==> config.mk <==
export PLATFORM = sky130hd
export DESIGN_NAME = axis_step_gen_flat
export DESIGN_NICKNAME = d
export VERILOG_FILES = /design/src/rtl/axis_step_gen_if.sv /design/src/rtl/axis_step_gen.sv /design/src/flat_wrapper.sv
export SDC_FILE = /design/constraint.sdc
export NUM_CORES = 1
export LEC_CHECK = 0
export ABC_AREA = 1
export ABC_CLOCK_PERIOD_IN_PS = 5870
export CAP_MARGIN = 20
export CORE_MARGIN = 1.5
export CORE_UTILIZATION = 35
export CTS_CLUSTER_SIZE = 24
export DETAILED_ROUTE_END_ITERATION = 10
export PLACE_DENSITY_LB_ADDON = 0.12
export SLEW_MARGIN = 20
export SYNTH_ARGS = -nofsm -noshare
export SYNTH_HDL_FRONTEND = slang
export SYNTH_SLANG_ARGS = --single-unit
==> constraint.sdc <==
create_clock -name clk -period 5.87 [get_ports clk]
set_input_delay 1.174 -clock clk [delete_from_list [all_inputs] [get_ports clk]]
set_output_delay 1.174 -clock clk [all_outputs]
set_load 0.02 [all_outputs]
==> src/rtl/axis_step_gen_if.sv <==
// Move-request and step/direction bundle between the move planner and one axis generator.
interface axis_step_gen_if;
    logic        start;
    logic        dir_in;
    logic [31:0] n_acc;
    logic [31:0] n_cruise;
    logic [31:0] n_dec;
    logic [31:0] period_start;
    logic [31:0] period_min;
    logic [31:0] period_delta;
    logic        step;
    logic        dir;
    logic        busy;
    logic        done;
    logic [31:0] steps_done;

    // Planner side: issues the move and watches the pins.
    modport master (
        output start, dir_in, n_acc, n_cruise, n_dec,
               period_start, period_min, period_delta,
        input  step, dir, busy, done, steps_done
    );

    // Generator side: accepts the move and drives the pins.
    modport slave (
        input  start, dir_in, n_acc, n_cruise, n_dec,
               period_start, period_min, period_delta,
        output step, dir, busy, done, steps_done
    );
endinterface

==> src/rtl/axis_step_gen.sv <==
// Single-axis STEP/DIR generator producing an accelerate/cruise/decelerate
// interval profile. One move is latched on start and then runs to completion.
module axis_step_gen #(
    parameter int PULSE_WIDTH = 10
) (
    input  logic            clk,
    input  logic            reset,
    axis_step_gen_if.slave  bus
);

    // Shortest interval that still leaves a low phase after the STEP pulse.
    localparam logic [31:0] MIN_EFF  = 32'(PULSE_WIDTH + 1);
    localparam logic [31:0] HIGH_CNT = 32'(PULSE_WIDTH - 1);

    typedef enum logic [1:0] {
        IDLE   = 2'd0,
        ACCEL  = 2'd1,
        CRUISE = 2'd2,
        DECEL  = 2'd3
    } state_t;

    state_t      state, state_next;

    // cnt is the number of steps still to issue in the current phase; when it
    // reaches zero the phase only waits out the last interval and then finishes.
    logic [31:0] cur, cur_next;
    logic [31:0] cnt, cnt_next;
    logic [31:0] timer, timer_next;
    logic [31:0] pulse_cnt, pulse_next;
    logic [31:0] cruise_q, cruise_next;
    logic [31:0] dec_q, dec_next;
    logic [31:0] min_q, min_next;
    logic [31:0] delta_q, delta_next;
    logic [31:0] steps_q, steps_next;
    logic        step_q, step_next;
    logic        dir_q, dir_next;
    logic        busy_q, busy_next;
    logic        done_q, done_next;

    logic [32:0] accel_floor;
    logic [31:0] accel_cur;
    logic [32:0] decel_sum;
    logic [31:0] decel_cur;
    logic [31:0] step_interval;
    logic [31:0] eff_interval;

    // Ramp arithmetic: the accel floor compare is done in 33 bits so that a
    // large min+delta cannot wrap, and the decel add saturates at all-ones.
    always_comb begin
        accel_floor   = {1'b0, min_q} + {1'b0, delta_q};
        accel_cur     = ({1'b0, cur} < accel_floor) ? min_q : (cur - delta_q);
        decel_sum     = {1'b0, cur} + {1'b0, delta_q};
        decel_cur     = decel_sum[32] ? 32'hFFFF_FFFF : decel_sum[31:0];
        step_interval = (state == DECEL) ? decel_cur : cur;
        eff_interval  = (step_interval < MIN_EFF) ? MIN_EFF : step_interval;
    end

    // Next-state and next-output logic: start acceptance in IDLE, step
    // issue and phase hand-off when the interval timer expires elsewhere.
    always_comb begin
        state_next  = state;
        cur_next    = cur;
        cnt_next    = cnt;
        timer_next  = timer;
        pulse_next  = pulse_cnt;
        cruise_next = cruise_q;
        dec_next    = dec_q;
        min_next    = min_q;
        delta_next  = delta_q;
        steps_next  = steps_q;
        step_next   = step_q;
        dir_next    = dir_q;
        busy_next   = busy_q;
        done_next   = 1'b0;

        if (step_q) begin
            if (pulse_cnt == 32'd0) begin
                step_next = 1'b0;
            end else begin
                pulse_next = pulse_cnt - 32'd1;
            end
        end

        case (state)
            IDLE: begin
                if (bus.start) begin
                    dir_next    = bus.dir_in;
                    steps_next  = 32'd0;
                    cur_next    = bus.period_start;
                    cruise_next = bus.n_cruise;
                    dec_next    = bus.n_dec;
                    min_next    = bus.period_min;
                    delta_next  = bus.period_delta;
                    timer_next  = 32'd0;
                    if (bus.n_acc != 32'd0) begin
                        state_next = ACCEL;
                        cnt_next   = bus.n_acc;
                        busy_next  = 1'b1;
                    end else if (bus.n_cruise != 32'd0) begin
                        state_next = CRUISE;
                        cnt_next   = bus.n_cruise;
                        busy_next  = 1'b1;
                    end else if (bus.n_dec != 32'd0) begin
                        state_next = DECEL;
                        cnt_next   = bus.n_dec;
                        busy_next  = 1'b1;
                    end else begin
                        cnt_next  = 32'd0;
                        done_next = 1'b1;
                    end
                end
            end
            default: begin
                if (timer != 32'd0) begin
                    timer_next = timer - 32'd1;
                end else if (cnt == 32'd0) begin
                    state_next = IDLE;
                    busy_next  = 1'b0;
                    done_next  = 1'b1;
                end else begin
                    step_next  = 1'b1;
                    pulse_next = HIGH_CNT;
                    steps_next = steps_q + 32'd1;
                    timer_next = eff_interval - 32'd1;
                    if (state == ACCEL) begin
                        cur_next = accel_cur;
                    end else if (state == DECEL) begin
                        cur_next = decel_cur;
                    end
                    // The last step of a phase hands straight over to the
                    // next non-empty phase so no cycle is lost in between.
                    if (cnt == 32'd1) begin
                        cnt_next = 32'd0;
                        if (state == ACCEL && cruise_q != 32'd0) begin
                            state_next = CRUISE;
                            cnt_next   = cruise_q;
                        end else if (state != DECEL && dec_q != 32'd0) begin
                            state_next = DECEL;
                            cnt_next   = dec_q;
                        end
                    end else begin
                        cnt_next = cnt - 32'd1;
                    end
                end
            end
        endcase
    end

    // State and datapath registers; reset clears everything so STEP drops at once.
    always_ff @(posedge clk or negedge reset) begin
        if (!reset) begin
            state     <= IDLE;
            cur       <= 32'd0;
            cnt       <= 32'd0;
            timer     <= 32'd0;
            pulse_cnt <= 32'd0;
            cruise_q  <= 32'd0;
            dec_q     <= 32'd0;
            min_q     <= 32'd0;
            delta_q   <= 32'd0;
            steps_q   <= 32'd0;
            step_q    <= 1'b0;
            dir_q     <= 1'b0;
            busy_q    <= 1'b0;
            done_q    <= 1'b0;
        end else begin
            state     <= state_next;
            cur       <= cur_next;
            cnt       <= cnt_next;
            timer     <= timer_next;
            pulse_cnt <= pulse_next;
            cruise_q  <= cruise_next;
            dec_q     <= dec_next;
            min_q     <= min_next;
            delta_q   <= delta_next;
            steps_q   <= steps_next;
            step_q    <= step_next;
            dir_q     <= dir_next;
            busy_q    <= busy_next;
            done_q    <= done_next;
        end
    end

    assign bus.step       = step_q;
    assign bus.dir        = dir_q;
    assign bus.busy       = busy_q;
    assign bus.done       = done_q;
    assign bus.steps_done = steps_q;

endmodule

==> src/flat_wrapper.sv <==
// flat-port wrapper written by rule: the top's interface ports become plain ports
module axis_step_gen_flat 
#(
    parameter int PULSE_WIDTH = 10
)
  (clk, reset, bus_start, bus_dir_in, bus_n_acc, bus_n_cruise, bus_n_dec, bus_period_start, bus_period_min, bus_period_delta, bus_step, bus_dir, bus_busy, bus_done, bus_steps_done);
  axis_step_gen_if bus_i ();
  input  logic clk;
  input  logic reset;
  input wire logic [$bits(bus_i.start)-1:0] bus_start;
  input wire logic [$bits(bus_i.dir_in)-1:0] bus_dir_in;
  input wire logic [$bits(bus_i.n_acc)-1:0] bus_n_acc;
  input wire logic [$bits(bus_i.n_cruise)-1:0] bus_n_cruise;
  input wire logic [$bits(bus_i.n_dec)-1:0] bus_n_dec;
  input wire logic [$bits(bus_i.period_start)-1:0] bus_period_start;
  input wire logic [$bits(bus_i.period_min)-1:0] bus_period_min;
  input wire logic [$bits(bus_i.period_delta)-1:0] bus_period_delta;
  output wire logic [$bits(bus_i.step)-1:0] bus_step;
  output wire logic [$bits(bus_i.dir)-1:0] bus_dir;
  output wire logic [$bits(bus_i.busy)-1:0] bus_busy;
  output wire logic [$bits(bus_i.done)-1:0] bus_done;
  output wire logic [$bits(bus_i.steps_done)-1:0] bus_steps_done;
  assign bus_i.start = bus_start;
  assign bus_i.dir_in = bus_dir_in;
  assign bus_i.n_acc = bus_n_acc;
  assign bus_i.n_cruise = bus_n_cruise;
  assign bus_i.n_dec = bus_n_dec;
  assign bus_i.period_start = bus_period_start;
  assign bus_i.period_min = bus_period_min;
  assign bus_i.period_delta = bus_period_delta;
  assign bus_step = bus_i.step;
  assign bus_dir = bus_i.dir;
  assign bus_busy = bus_i.busy;
  assign bus_done = bus_i.done;
  assign bus_steps_done = bus_i.steps_done;
  axis_step_gen #(.PULSE_WIDTH(PULSE_WIDTH)) u_core (.clk(clk), .reset(reset), .bus(bus_i));
endmodule
Word level (Yosys, flattened, before mapping):

Index checks and enable logic that the tools add are counted.

* add/subtract/negate cells: 8
* order comparisons: 2
* equal/unequal tests: 9
* mux-type cells: 60
* reduce and logical (&&, ||, !) cells: 19

Operators by type and width (number)
* two-way mux 32 bit: 31
* nonzero test 32 bit: 6
* subtractor 32 x 1 -> 32 bit (second input constant): 4
* adder 32 x 32 -> 33 bit: 2
* zero test 32 bit: 2
* < comparator 32 x 33 -> 1 bit: 1
* adder 32 x 1 -> 32 bit (second input constant): 1
* equality test 32 x 1 -> 1 bit (second input constant): 1
* < comparator 32 x 4 -> 1 bit (second input constant): 1
* subtractor 32 bit: 1
* two-way mux 2 bit: 10
* two-way mux 1 bit: 19
* != test 2 bit (second input constant): 4
* AND reduction 5 bit: 1
* != test 4 x 1 -> 1 bit (second input constant): 1
* AND reduction 2 bit: 2
* AND reduction 4 bit: 1
* nonzero test 4 bit: 1
* != test 3 x 2 -> 1 bit (second input constant): 1
* AND reduction 3 bit: 1
* nonzero test 3 bit: 1
* equality test 2 x 1 -> 1 bit (second input constant): 1
* equality test 2 bit (second input constant): 1
* logical AND 1 bit: 2
* 2 further kinds: 2

* register bits: 294
* input bits: 196
* output and inout port bits: 36

Longest topological paths before layout:

* word-level depth: 9
* depth in mapped cells: 32
* depth with buffers taken out: 30

Least setup slack after synthesis:

No wires, ideal clock.

* path kind: flip-flop to flip-flop
* from: reg u_core.delta_q[2]
* to: reg u_core.cur[1]
* library setup time: 0.120 ns
* arrival time: 4.277 ns
* required time: 5.750 ns
* setup slack: 1.473 ns
* cell stages (with the launch flop): 26
* path buffers: 1
* period minus slack after synthesis: 4.397 ns
* cells stage by stage: dfrtp_1 -> ha_1 -> a21oi_1 -> nand2_1 -> a21oi_1 -> o21ai_0 -> a21oi_1 -> o21ai_0 -> a21boi_0 -> o21ai_0 -> a21oi_1 -> o21ai_0 -> a21boi_0 -> o21bai_1 -> xnor2_1 -> ha_1 -> nand2_1 -> inv_1 -> nand3_1 -> nor3_1 -> nand4_1 -> nand3_1 -> buf_2 -> o21ai_0 -> o21ai_1 -> nand2_1

* word-level cells in the longest chain between the ends: 7
* elaborated cells between the ends (all ways): 10

Ends and longest elaborated chain
* start, declared: line axis_step_gen.sv:33 `logic [31:0] delta_q, delta_next;`
* start signal, assigned: line axis_step_gen.sv:175 `delta_q <= delta_next;`
* adder 32 x 32 -> 33 bit (on tied branches): line axis_step_gen.sv:50, axis_step_gen.sv:52
* < comparator 32 x 33 -> 1 bit / two-way mux 32 bit (equally long branches): line axis_step_gen.sv:51, axis_step_gen.sv:53
* two-way mux 32 bit (on tied branches): line axis_step_gen.sv:51, axis_step_gen.sv:127
* two-way mux 32 bit *: line axis_step_gen.sv:125 `if (state == ACCEL) begin`
* two-way mux 32 bit *: line axis_step_gen.sv:116 `end else if (cnt == 32'd0) begin`
* two-way mux 32 bit *: line axis_step_gen.sv:114 `if (timer != 32'd0) begin`
* two-way mux 32 bit *: line axis_step_gen.sv:84 `case (state)`
* end signal, assigned: line axis_step_gen.sv:168 `cur <= cur_next;`
* end, declared: line axis_step_gen.sv:26 `logic [31:0] cur, cur_next;`

Mark *: on every way between the ends. The rest lies on a longest branch, timed or not. The select of a mux whose other input is x is not followed.
A chain may end at the register's enable or synchronous reset.

Worst setup path in the final report:

* from: reg u_core.delta_q[2]
* to: reg u_core.cur[20]

Same word-level chain as after synthesis.

==> metrics <==
status=completed; vias per cell=5.23; vias in the first global route=23954; Synth Register Bits=294; Cell Rows=95; Distinct cells, synth=~60; Final Hold Vio Count=0; fin cells=between 4000 and 5000; Fin Setup TNS=0 ns; Async SR Flop Fraction=100%; slowest CP cell=buf_4; Routed Antenna Nets=0; CP endpoint kind=flop; WHS Path Cells=2; number of fill cells=7228; # nets final=4079; first-iteration detailed-routing DRC count=1870; worst-margin pin slew=between 1 and 1.5 ns; Yosys warnings=0; # Max-Cap Violations=0; LEAKAGE=between 10 and 15 nW; crit-path leading delay family=compound AO/OA/AOI/OAI gates; antenna violations before repair=12; Inserted Clock Buffers=41; DR vias=24335; Synth area leaders=dfrtp_1 31%, nand2_1 13%, inv_1 8.0%; WHS=around 0.48 ns; Mapped Area=between 0.02 and 0.025 mm2; Crit Path Class=reg -> reg; WP depth=27; Die ar.=about 0.070 mm2; Total GRT Usage=26.7%; CTS Sinks=294; Post-synth EDFFs=0; slowest stage delay, CP=around 0.4 ns; final wirelength=93900 um; post-synthesis sequential area ratio=30.8%; clock skew=0.0336 ns; # IOs=232; top-count cell post-synth=nand2_1; footprint of the multi-input gates=0.0141 mm2; Arrival @ worst endpoint=5.70 ns; post-synth net total=about 3900; Final GP Congestion=0.950; Initial Utilization=35.4%; Synth Area per Inst=6.68 um2; CTS HTree Levels=2; chip height=264 um; clk_lat worst skew=0.59 ns; post-synth top area cell=dfrtp_1; final core utilization=42.1%; Clock Tree Root=clkbuf_16; crit-path most repeated cell=nand2_1; GRT overflow=0; Slew Limit Fails=0; reg2reg path depth=27; clock buffer depth=3; worst path buffer plus inverter count=2; Die W=around 260 um; CTS tree=built; worst vdd ir=209 uV; Synth Instances=3574; total power draw=5.84 mW; Cell Pwr Density=206 mW/mm2; Final period util=between 80% and 90%; layout cells sized above 1=under 10%; Area growth syn-to-layout=18.8%; routed len/inst=20.2 um; max_slew headroom=22.9%; RSZ-0062 raised after global routing=no; dpl hpwl=a little over 70000 um; core area=0.0674 mm2; critical path required time=around 6.3 ns; Hold Path Class=reg -> reg; DR pass1 iterations=5; final setup vio count=0; global-route wire length before repair=~140000 um; Tmin final=between 5 and 6 ns; Reg clk slew, reported paths=0.06 ns; DRC viols=0; Seq. cell area=around 0.0074 mm2; largest net degree at the start of global routing=between 150 and 200; worst-path fanout max=32; Placed Cells=4577; top-area cell type share of the netlist area=30.8%; CP startpoint kind=flop; top_reg_cell synth=dfrtp_1; Post-synth top cells=832 x nand2_1, 508 x inv_1, 347 x nor2_1; IO buf count=231; maximum clock rate=191 MHz
worst register-to-register path: stages (launching register included):
cell and delay, ns:
dfrtp_1 0.39, ha_1 0.37, a21oi_1 0.18, nand2_1 0.10, a21oi_1 0.21, o21ai_0 0.12, a21oi_1 0.24, o21ai_1 0.18
a21boi_1 0.29, o21ai_0 0.20, a21oi_1 0.23, o21ai_0 0.22, a21boi_0 0.34, o21bai_1 0.12, xnor2_1 0.15, ha_1 0.28
nand2_1 0.06, inv_1 0.07, nand3_1 0.06, nor3_1 0.24, nand4_1 0.16, nand3_1 0.11, buf_4 0.41, nand2_1 0.14
nand3_1 0.09, nand2_1 0.05, nand2_1 0.06, nand2_1 0.05
where the power goes:
group / leakage, nW / internal [mW] / switching (mW)
clock: 0.636 / 1.46 / 1.03
combinational: 9.43 / 0.445 / 0.770
sequential: 3.43 / 2.09 / 0.0534
total: 13.5 / 4.00 / 1.85
layer usage:
layer | wire length (um) | GRT usage [%] | vias to the layer above | share of wire [%]
li1 | - | - | 12107 | -
met1 | 42800 | 36.6 | 11336 | 46
met2 | 41900 | 42.5 | 715 | 45
met3 | 6240 | 5.12 | 157 | 6.6
met4 | 2900 | 8.06 | 20 | 3.1
met5 | 131 | 0 | - | 0.14
path summary, 6_finish.rpt:
check	start	endpoint	slack, ns
min in group asynchronous	reset	u_core.dec_q[5]	0.58
setup / recovery	u_core.delta_q[2]	u_core.cur[20]	0.64
setup reg to reg	u_core.delta_q[2]	u_core.cur[20]	0.64
hold reg to reg	u_core.bus.dir	u_core.bus.dir	0.48
max in group asynchronous	reset	u_core.cur[7]	4.08
hold / removal	u_core.bus.dir	u_core.bus.dir	0.48
stage by stage:
stage / worst slack, ns / area [um2]
floorplan: 1.47 / 23900
global placement: 0.642 / 27000
detailed placement: 0.437 / 27000
CTS: 0.411 / 28300
global route: 0.120 / 28400
finish: 0.643 / 28400
state kept, by name, summed over array words and instances (netlist names), 2 cells and up:
register	cells
u_core.dec_q	32
u_core.bus.steps_done	32
u_core.cruise_q	32
u_core.pulse_cnt	32
u_core.delta_q	32
u_core.cnt	32
u_core.cur	32
u_core.min_q	32
u_core.timer	32
u_core.state	2
cell usage in the layout (no fill, tap or decap), drive strengths merged, types with 13 or more instances in the layout:
master,Yosys,layout
clkbuf,96,59
a221oi,23,23
nand3b,22,22
ha,132,132
nor2,366,366
nand3,181,181
nand2,849,849
buf,33,30
nor3,78,78
o21ai,343,343
o311ai,13,13
o211ai,16,16
clkdlybuf4s50,0,230
o22ai,13,13
dfrtp,294,294
nor4,59,59
a31oi,16,16
xnor2,23,23
inv,516,517
or2,27,27
a21oi,223,223
nand4,90,90
xor2,89,89
timing repair:
action                     in CTS  in global routing
buffers inserted                0                  0
setup endpoints to repair       0                 31
resized for setup               0                  2
hold buffers                    0                  0
cell families after synthesis:
logic type               synth area share, %
XOR/XNOR                                4.11
adder cells (fa/ha/maj)                 7.17
buffers and inverters                   10.4
flip-flops                              30.8
AND/OR/NAND/NOR                         31.0
AO/OA/AOI/OAI                           16.4
cell type report:
class                           count  area share, %
Multi-Input combinational cell   2632           49.6
Sequential cell                   294           25.9
Timing Repair Buffer              260           9.19
Inverter                          519           6.87
Clock buffer                       59           4.11
Tap cell                          873           3.85
Clock inverter                     10          0.459
Antenna cell                        2         0.0176
Power figures use the tool's default switching activity.
